<file path="src/rtl/sram2k_pkg.sv">
// sram2k_pkg -- shared constants and types for the 512x32 dual-port SRAM
// controller (sram2k_ctrl and its read-response pipeline).
//   ADDR_W / DATA_W / MASK_W : default word-address, data and byte-mask widths
//   DEPTH                    : number of SRAM words cleared after reset
//   state_t                  : controller FSM states
package sram2k_pkg;

  localparam int ADDR_W = 9;
  localparam int DATA_W = 32;
  localparam int MASK_W = 4;
  localparam int DEPTH  = 512;

  typedef enum logic {
    ST_INIT,
    ST_RUN
  } state_t;

endpackage

</file>
<file path="src/rtl/sram2k_rd_pipe.sv">
// sram2k_rd_pipe -- fixed two-edge read-response pipeline for one SRAM port.
// A read accepted at edge E0 reaches the SRAM at E1; its dout is captured at
// E2, and rvalid/rdata are presented for the single cycle after E2.
//   clk, rst_n : clock, asynchronous active-low reset (flushes in-flight reads)
//   accept     : a read request is accepted at this edge
//   dout       : SRAM read data for this port
//   rvalid     : one-cycle read response strobe
//   rdata      : read response data (holds until the next response)
module sram2k_rd_pipe #(
  parameter int DATA_W = sram2k_pkg::DATA_W
) (
  input  logic              clk,
  input  logic              rst_n,
  input  logic              accept,
  input  logic [DATA_W-1:0] dout,
  output logic              rvalid,
  output logic [DATA_W-1:0] rdata
);

  // [0]: request is at the SRAM inputs, [1]: SRAM has sampled it
  logic [1:0] inflight;

  always_ff @(posedge clk or negedge rst_n) begin
    if (!rst_n) begin
      inflight <= '0;
      rvalid   <= 1'b0;
      // NOTE: rdata is a single output register, so it gets a reset value;
      // the word storage itself lives in the SRAM macro and is never reset.
      rdata    <= '0;
    end else begin
      inflight <= {inflight[0], accept};
      rvalid   <= inflight[1];
      if (inflight[1]) begin
        rdata <= dout;
      end
    end
  end

endmodule

</file>
<file path="src/rtl/sram2k_ctrl.sv">
// sram2k_ctrl -- controller for a 512x32 SRAM with one read/write port (0)
// and one read-only port (1). After reset it optionally zero-fills the whole
// array, then serves port A (read/write) on SRAM port 0 and port B (read) on
// SRAM port 1, one request per port per cycle, fixed read latency.
//   clk, rst_n                 : clock, asynchronous active-low reset
//   a_valid/a_ready            : port-A request handshake
//   a_we, a_wmask, a_addr,
//   a_wdata                    : port-A request (write=1), byte mask, address, data
//   a_rvalid/a_rdata           : port-A read response
//   b_valid/b_ready/b_addr     : port-B read request
//   b_rvalid/b_rdata           : port-B read response
//   init_done                  : array clear finished, requests are accepted
//   csb0, web0, wmask0, addr0,
//   din0 / dout0               : SRAM port 0 (1RW), registered outputs
//   csb1, addr1 / dout1        : SRAM port 1 (1R), registered outputs
module sram2k_ctrl
  import sram2k_pkg::MASK_W, sram2k_pkg::DEPTH, sram2k_pkg::state_t,
         sram2k_pkg::ST_INIT, sram2k_pkg::ST_RUN;
#(
  parameter bit CLEAR_ON_RESET = 1'b1,
  parameter int ADDR_W         = sram2k_pkg::ADDR_W,
  parameter int DATA_W         = sram2k_pkg::DATA_W
) (
  input  logic              clk,
  input  logic              rst_n,
  input  logic              a_valid,
  output logic              a_ready,
  input  logic              a_we,
  input  logic [MASK_W-1:0] a_wmask,
  input  logic [ADDR_W-1:0] a_addr,
  input  logic [DATA_W-1:0] a_wdata,
  output logic              a_rvalid,
  output logic [DATA_W-1:0] a_rdata,
  input  logic              b_valid,
  output logic              b_ready,
  input  logic [ADDR_W-1:0] b_addr,
  output logic              b_rvalid,
  output logic [DATA_W-1:0] b_rdata,
  output logic              init_done,
  output logic              csb0,
  output logic              web0,
  output logic [MASK_W-1:0] wmask0,
  output logic [ADDR_W-1:0] addr0,
  output logic [DATA_W-1:0] din0,
  input  logic [DATA_W-1:0] dout0,
  output logic              csb1,
  output logic [ADDR_W-1:0] addr1,
  input  logic [DATA_W-1:0] dout1
);

  localparam logic [ADDR_W-1:0] LAST_ADDR = ADDR_W'(DEPTH - 1);

  state_t            state;
  logic [ADDR_W-1:0] clr_addr;
  logic              clr_last;   // final clear word has been issued
  logic              collide;
  logic              a_acc;
  logic              b_acc;

  // A same-cycle write and read of one word on the two SRAM ports would race
  // inside the macro, so port B is held off for that cycle and retries.
  assign collide = a_valid && a_we && (a_addr == b_addr);

  // init_done is registered, so both readies are low in reset and in ST_INIT.
  assign a_ready = init_done;
  assign b_ready = init_done && !collide;
  assign a_acc   = a_valid && a_ready;
  assign b_acc   = b_valid && b_ready;

  always_ff @(posedge clk or negedge rst_n) begin
    if (!rst_n) begin
      if (CLEAR_ON_RESET) state <= ST_INIT;
      else                state <= ST_RUN;
      clr_addr  <= '0;
      clr_last  <= 1'b0;
      init_done <= 1'b0;
      csb0      <= 1'b1;
      web0      <= 1'b1;
      wmask0    <= '0;
      addr0     <= '0;
      din0      <= '0;
      csb1      <= 1'b1;
      addr1     <= '0;
    end else begin
      // NOTE: non-blocking assignments throughout, so every register here
      // samples pre-edge values and a later default-override wins cleanly.
      csb0 <= 1'b1;
      web0 <= 1'b1;
      csb1 <= 1'b1;
      case (state)
        ST_INIT: begin
          if (!clr_last) begin
            csb0   <= 1'b0;
            web0   <= 1'b0;
            wmask0 <= '1;
            addr0  <= clr_addr;
            din0   <= '0;
            // The counter parks on the last word instead of wrapping.
            if (clr_addr == LAST_ADDR) clr_last <= 1'b1;
            else                       clr_addr <= clr_addr + 1'b1;
          end else begin
            state     <= ST_RUN;
            init_done <= 1'b1;
          end
        end
        ST_RUN: begin
          init_done <= 1'b1;
          if (a_acc) begin
            csb0  <= 1'b0;
            web0  <= !a_we;
            addr0 <= a_addr;
            if (a_we) begin
              wmask0 <= a_wmask;
              din0   <= a_wdata;
            end else begin
              wmask0 <= '0;
            end
          end
          if (b_acc) begin
            csb1  <= 1'b0;
            addr1 <= b_addr;
          end
        end
        default: state <= ST_INIT;
      endcase
    end
  end

  // Writes produce no response, so only port-A reads enter its pipeline.
  sram2k_rd_pipe #(.DATA_W(DATA_W)) u_pipe_a (
    .clk    (clk),
    .rst_n  (rst_n),
    .accept (a_acc && !a_we),
    .dout   (dout0),
    .rvalid (a_rvalid),
    .rdata  (a_rdata)
  );

  sram2k_rd_pipe #(.DATA_W(DATA_W)) u_pipe_b (
    .clk    (clk),
    .rst_n  (rst_n),
    .accept (b_acc),
    .dout   (dout1),
    .rvalid (b_rvalid),
    .rdata  (b_rdata)
  );

endmodule

</file>
<file path="config.mk">
export PLATFORM = sky130hd
export DESIGN_NAME = sram2k_ctrl
export DESIGN_NICKNAME = d
export VERILOG_FILES = /design/src/rtl/sram2k_pkg.sv /design/src/rtl/sram2k_rd_pipe.sv /design/src/rtl/sram2k_ctrl.sv
export SDC_FILE = /design/constraint.sdc
export NUM_CORES = 1
export LEC_CHECK = 0
export CORE_UTILIZATION = 56
export CTS_CLUSTER_SIZE = 28
export DETAILED_ROUTE_END_ITERATION = 7
export DONT_BUFFER_PORTS = 1
export GPL_TIMING_DRIVEN = 0
export PLACE_DENSITY = 0.74
export SLEW_MARGIN = 20
export SYNTH_ARGS = -nofsm -noshare
export SYNTH_HDL_FRONTEND = slang
export SYNTH_SLANG_ARGS = --single-unit
</file>
<file path="constraint.sdc">
create_clock -name clk -period 1.6 [get_ports clk]
set_input_delay 0.16 -clock clk [delete_from_list [all_inputs] [get_ports clk]]
set_output_delay 0.16 -clock clk [all_outputs]
set_load 0.1 [all_outputs]
</file>
==> run_results.csv, run 1 <==
group,metric,value,unit
status,outcome,"did not finish",
status,stop_stage,"clock tree synthesis",
status,firstError,"[ERROR RSZ-0060] Max buffer count reached.",
clock_network,htreeDepth,4,
synth,synthTopCellsByCount,"dfrtp_1, nand2_1, mux2_2",
clock_network,cts_buffers,17,
synth,yosys.area_share.xor_xnor,2.58,%
placement,port_buffers,0,
synth,synth_top_area_cell,"dfrtp_1",
synth,synth_fp_nets,546,
synth,synthMuxAreaShare,17.8,%
synth,synth-edff-count,0,
synth,yosysTopAreaCellShare,62.6,%
synth,yosys.area_share.simple,8.24,%
synth,synth_area_leaders,"dfrtp_1, mux2_2, nand2_1",
synth,ys_warn_count,0,
synth,synthFlopType,"dfrtp_1",
die,ios,249,
clock_network,postCtsResizedCells,144,
clock_network,cts-hold-fix-buffers,119,
clock_network,post_cts_buffers,11,
synth,synth.distinct_cells,30,
synth,syn_area,5440,um^2
synth,async_flop_share,100,%
synth,syn_avg_cell_area,12.9,um^2
synth,synth.yosys.seq_area_share,64.1,%
synth,synth_cells,421,
synth,ys_ff_latch,139,
clock_network,cts.path.max_buffers,2,
clock_network,clock_sinks,139,
die,rows,35,
placement,gp_congestion,0.803,
synth,synth_compound_area_share,4.65,%
synth,synth_top_family_by_area,"multiplexers",
synth,synth.most_common_cell,"dfrtp_1",
die,start_util,58.3,%
placement,hpwl,8.63,mm
clock_network,cts_root_buf,"clkbuf_8",
die,die_w,101,um
die,die_h,101,um
synth,synth_fa_ha_area_share,0.460,%
logic make-up after synthesis:
logic type	after synthesis
adders and majority gates	2
and+or+nand+nor	103
buffers and inverters	27
AOI/OAI and AO/OA	50
DFF	139
xor gates and xnor gates	16
muxes	84
metrics by stage:
stage | worst slack [ns] | hold slack [ns] | TNS, ns | instance area, um^2 | std cells
after floorplan | 0.00692 | -0.136 | 0 | 5450 | 421
after global placement | -0.292 | -0.133 | -10.87 | 5610 | 550
after detailed placement | -0.331 | -0.134 | -13.53 | 5610 | 550
==> inputs of run 2 (changes only) <==
Settings changed: CORE_UTILIZATION 56 to 40, CTS_CLUSTER_SIZE 28 to unset, PLACE_DENSITY 0.74 to unset, PLACE_DENSITY_LB_ADDON set to 0.15.
Clock period 1.6 ns to 2.1 ns, I/O delays scaled along.
==> run_results.csv, run 2 <==
group,metric,value,unit
grt,grt_use_met2,30.6,%
die,die_h,119,um
grt,track_usage,18.9,%
timing,finalWorstSetupSlack,0.215,ns
timing,relSlewSlack,35.2,%
power,worst_ir_drop_vdd,430,uV
drt,vias,3663,
setup_path,worstSetupPathType,"reg2reg",
layout,fin_cells,743,
placement,post-place-cells,597,
status,violations,"hold timing",
status,outcome,"finished, violations left",
grt,grt_busiest_layer,"met2",
synth,ys_warn_count,0,
grt,grt_max_degree,140,
timing,fin_worst_skew,0.0100,ns
synth,synth.yosys.seq_area_share,64.1,%
synth,synth_cells,421,
clock_network,cts_tree,"done",
grt,use_met3,6.76,%
die,rows,42,
die,ios,249,
clock_network,clkLatencyLatePin,0.42,ns
synth,synth.most_common_cell,"dfrtp_1",
setup_path,max_stage_delay,0.42,ns
worst_hold_path,hp-class,"in2async",
setup_path,worstReg2RegStart,"clr_addr[0]",
synth,syn_area,5440,um^2
layout,mostFrequentLayoutCell,"dfrtp_1",
grt,antenna_found_initial,0,
layout,diodes,0,
timing,fin_crit_sh,89.8,%
placement,port_buffers,0,
setup_path,r2r-end,"clr_addr[7]",
timing,fmax,530,MHz
synth,synth_fp_nets,546,
grt,met1_usage,22.6,%
timing,fin_crit,1.89,ns
die,core_area,13200,um^2
placement,gp_congestion,0.772,
grt,grt_overflow_total,0,
power,power_density,799,nW/um^2
synth,async_flop_share,100,%
layout,top_regs,"din0 x32, u_pipe_a.rdata x32, u_pipe_b.rdata x32",
placement,dpl_worst_slack,-0.255,ns
synth,syn_avg_cell_area,12.9,um^2
die,die_w,119,um
synth,ys_ff_latch,139,
clock_network,cts_root_buf,"clkbuf_16",
setup_path,r2r_cells,8,
job,maxCapViolCount,0,
layout,nets,679,
drt,routedWlPerCell,17.3,um
layout,final_cell_mix,"dfrtp_1, dlygate4sd3_1, nand2_1",
timing,slew_viol_final,0,
drt,wl,12.9,mm
synth,synthTopCellsByCount,"dfrtp_1, nand2_1, mux2_2",
layout,area_delta_synth_final,36.6,%
timing,setup_viol,0,
clock_network,cts_buffers,17,
setup_path,path_cells,"ha_1, nand2_1, nor2_1, ha_1, nor2_2, and3_1, nand2b_1, xnor2_1",
drt,ant_nets,0,
drt,drt_iter0_drc,170,
setup_path,cp.required,2.39,ns
grt,grt_pass1_wl,20.3,mm
clock_network,clock_sinks,139,
timing,tightest_slew,0.972,ns
drt,vias_per_cell,4.93,
setup_path,critPathLaunchType,"register",
layout,fin_area,7420,um^2
layout,drive_gt1_share,21.7,%
timing,rsz0062_at_grt,"false",
setup_path,critPathMaxFanout,7,
setup_path,r2r_slack,0.21,ns
synth,synth.distinct_cells,30,
placement,dpl-instance-area,5660,um^2
grt,grt_pass1_vias,3743,
die,start_util,41.0,%
timing,hold_violations,139,
synth,synth_area_leaders,"dfrtp_1, mux2_2, nand2_1",
synth,synth_top_area_cell,"dfrtp_1",
clock_network,htreeDepth,4,
drt,dr.pass1.iters,4,
clock_network,cts-hold-fix-buffers,115,
setup_path,cp_slowest_cell,"dfrtp_1",
layout,n_fill_cell,1075,
timing,worst_hold_slack,-0.511,ns
placement,hpwl,8.62,mm
synth,synth-edff-count,0,
setup_path,endpoint_kind,"register",
synth,yosysTopAreaCellShare,62.6,%
setup_path,worst_path_most_repeated_cell,"ha_1",
clock_network,clk_pin_slew,0.06,ns
power,power_leakage,3.42,nW
drt,drc_errors,0,
clock_network,cts.path.max_buffers,2,
setup_path,arrival,2.18,ns
synth,synthFlopType,"dfrtp_1",
die,die-area,14100,um^2
==> run 2: worst max-delay path by stage <==
stage / startpoint / slack, ns / endpoint
finish: clr_addr[0] / 0.21 / clr_addr[7]
global route: state / 0.07 / clr_addr[3]
CTS: a_ready / 0.008 / din0[9]
detailed placement: a_ready / -0.26 / din0[18]
global placement: a_ready / -0.19 / din0[19]
floorplan: a_ready / 0.25 / din0[15]
==> run 2: routing by layer <==
layer / up-vias / wire [um]
met2: 175 / 6200
li1: 1689 / -
met3: 27 / 1070
met5: - / 0
met1: 1772 / 5310
met4: 0 / 296
==> run 2: cells by family (layout without fill, tap and decap cells) <==
family,count (synthesis),count (layout),share of synthesized area (%)
flops,139,139,64.1
buf+inv,27,173,2.19
simple gates,103,103,8.24
xor+xnor,16,16,2.58
compound gates,50,50,4.65
fa+ha+maj,2,2,0.460
mux,84,84,17.8
==> run 2: final cells by class <==
class / count / area (um^2) / area share (%)
Inverter: 4 / 15.0 / 0.202
Buffer: 22 / 103 / 1.38
Timing Repair Buffer: 115 / 1150 / 15.5
Sequential cell: 139 / 3490 / 47.0
Tap cell: 176 / 220 / 2.97
Clock inverter: 6 / 109 / 1.47
Multi-Input combinational cell: 255 / 1840 / 24.8
Clock buffer: 26 / 499 / 6.73
==> run 2: what timing repair did <==
action                                 4_1_cts  5_1_grt
gates resized for setup                      2        3
setup endpoints to repair                   42       42
setup buffers                                0        0
endpoints found under the hold margin      253      139
pin swaps                                    0        0
==> run 2: where the power goes <==
| part | leakage (nW) | switching [W] | internal, W |
|---|---|---|---|
| Clock | 0.298 | 0.00106 | 0.00199 |
| Sequential | 1.88 | 0 | 0.00268 |
| Combinational | 1.23 | 0.0000425 | 0.000155 |
==> run 2: critical path: cells and delay by family (launching register included) <==
family	cells	cell delay, ns
flip-flops	1	0.42
adder cells (fa/ha/maj)	2	0.46
XOR/XNOR	1	0.12
AND/OR/NAND/NOR	5	0.76
==> run 2: metrics by stage <==
step | TNS, ns | utilization (%) | power (W)
final | 0 | 56.0 | 0.00593
after global routing | 0 | 56.0 | 0.00614
after CTS | 0 | 56.0 | 0.00600
after detailed placement | -4.93 | 42.7 | 0.00275
after global placement | -3.25 | 42.7 | 0.00275
after floorplan | 0 | - | 0.00275
Note: power is estimated with default switching activity, not from simulation.
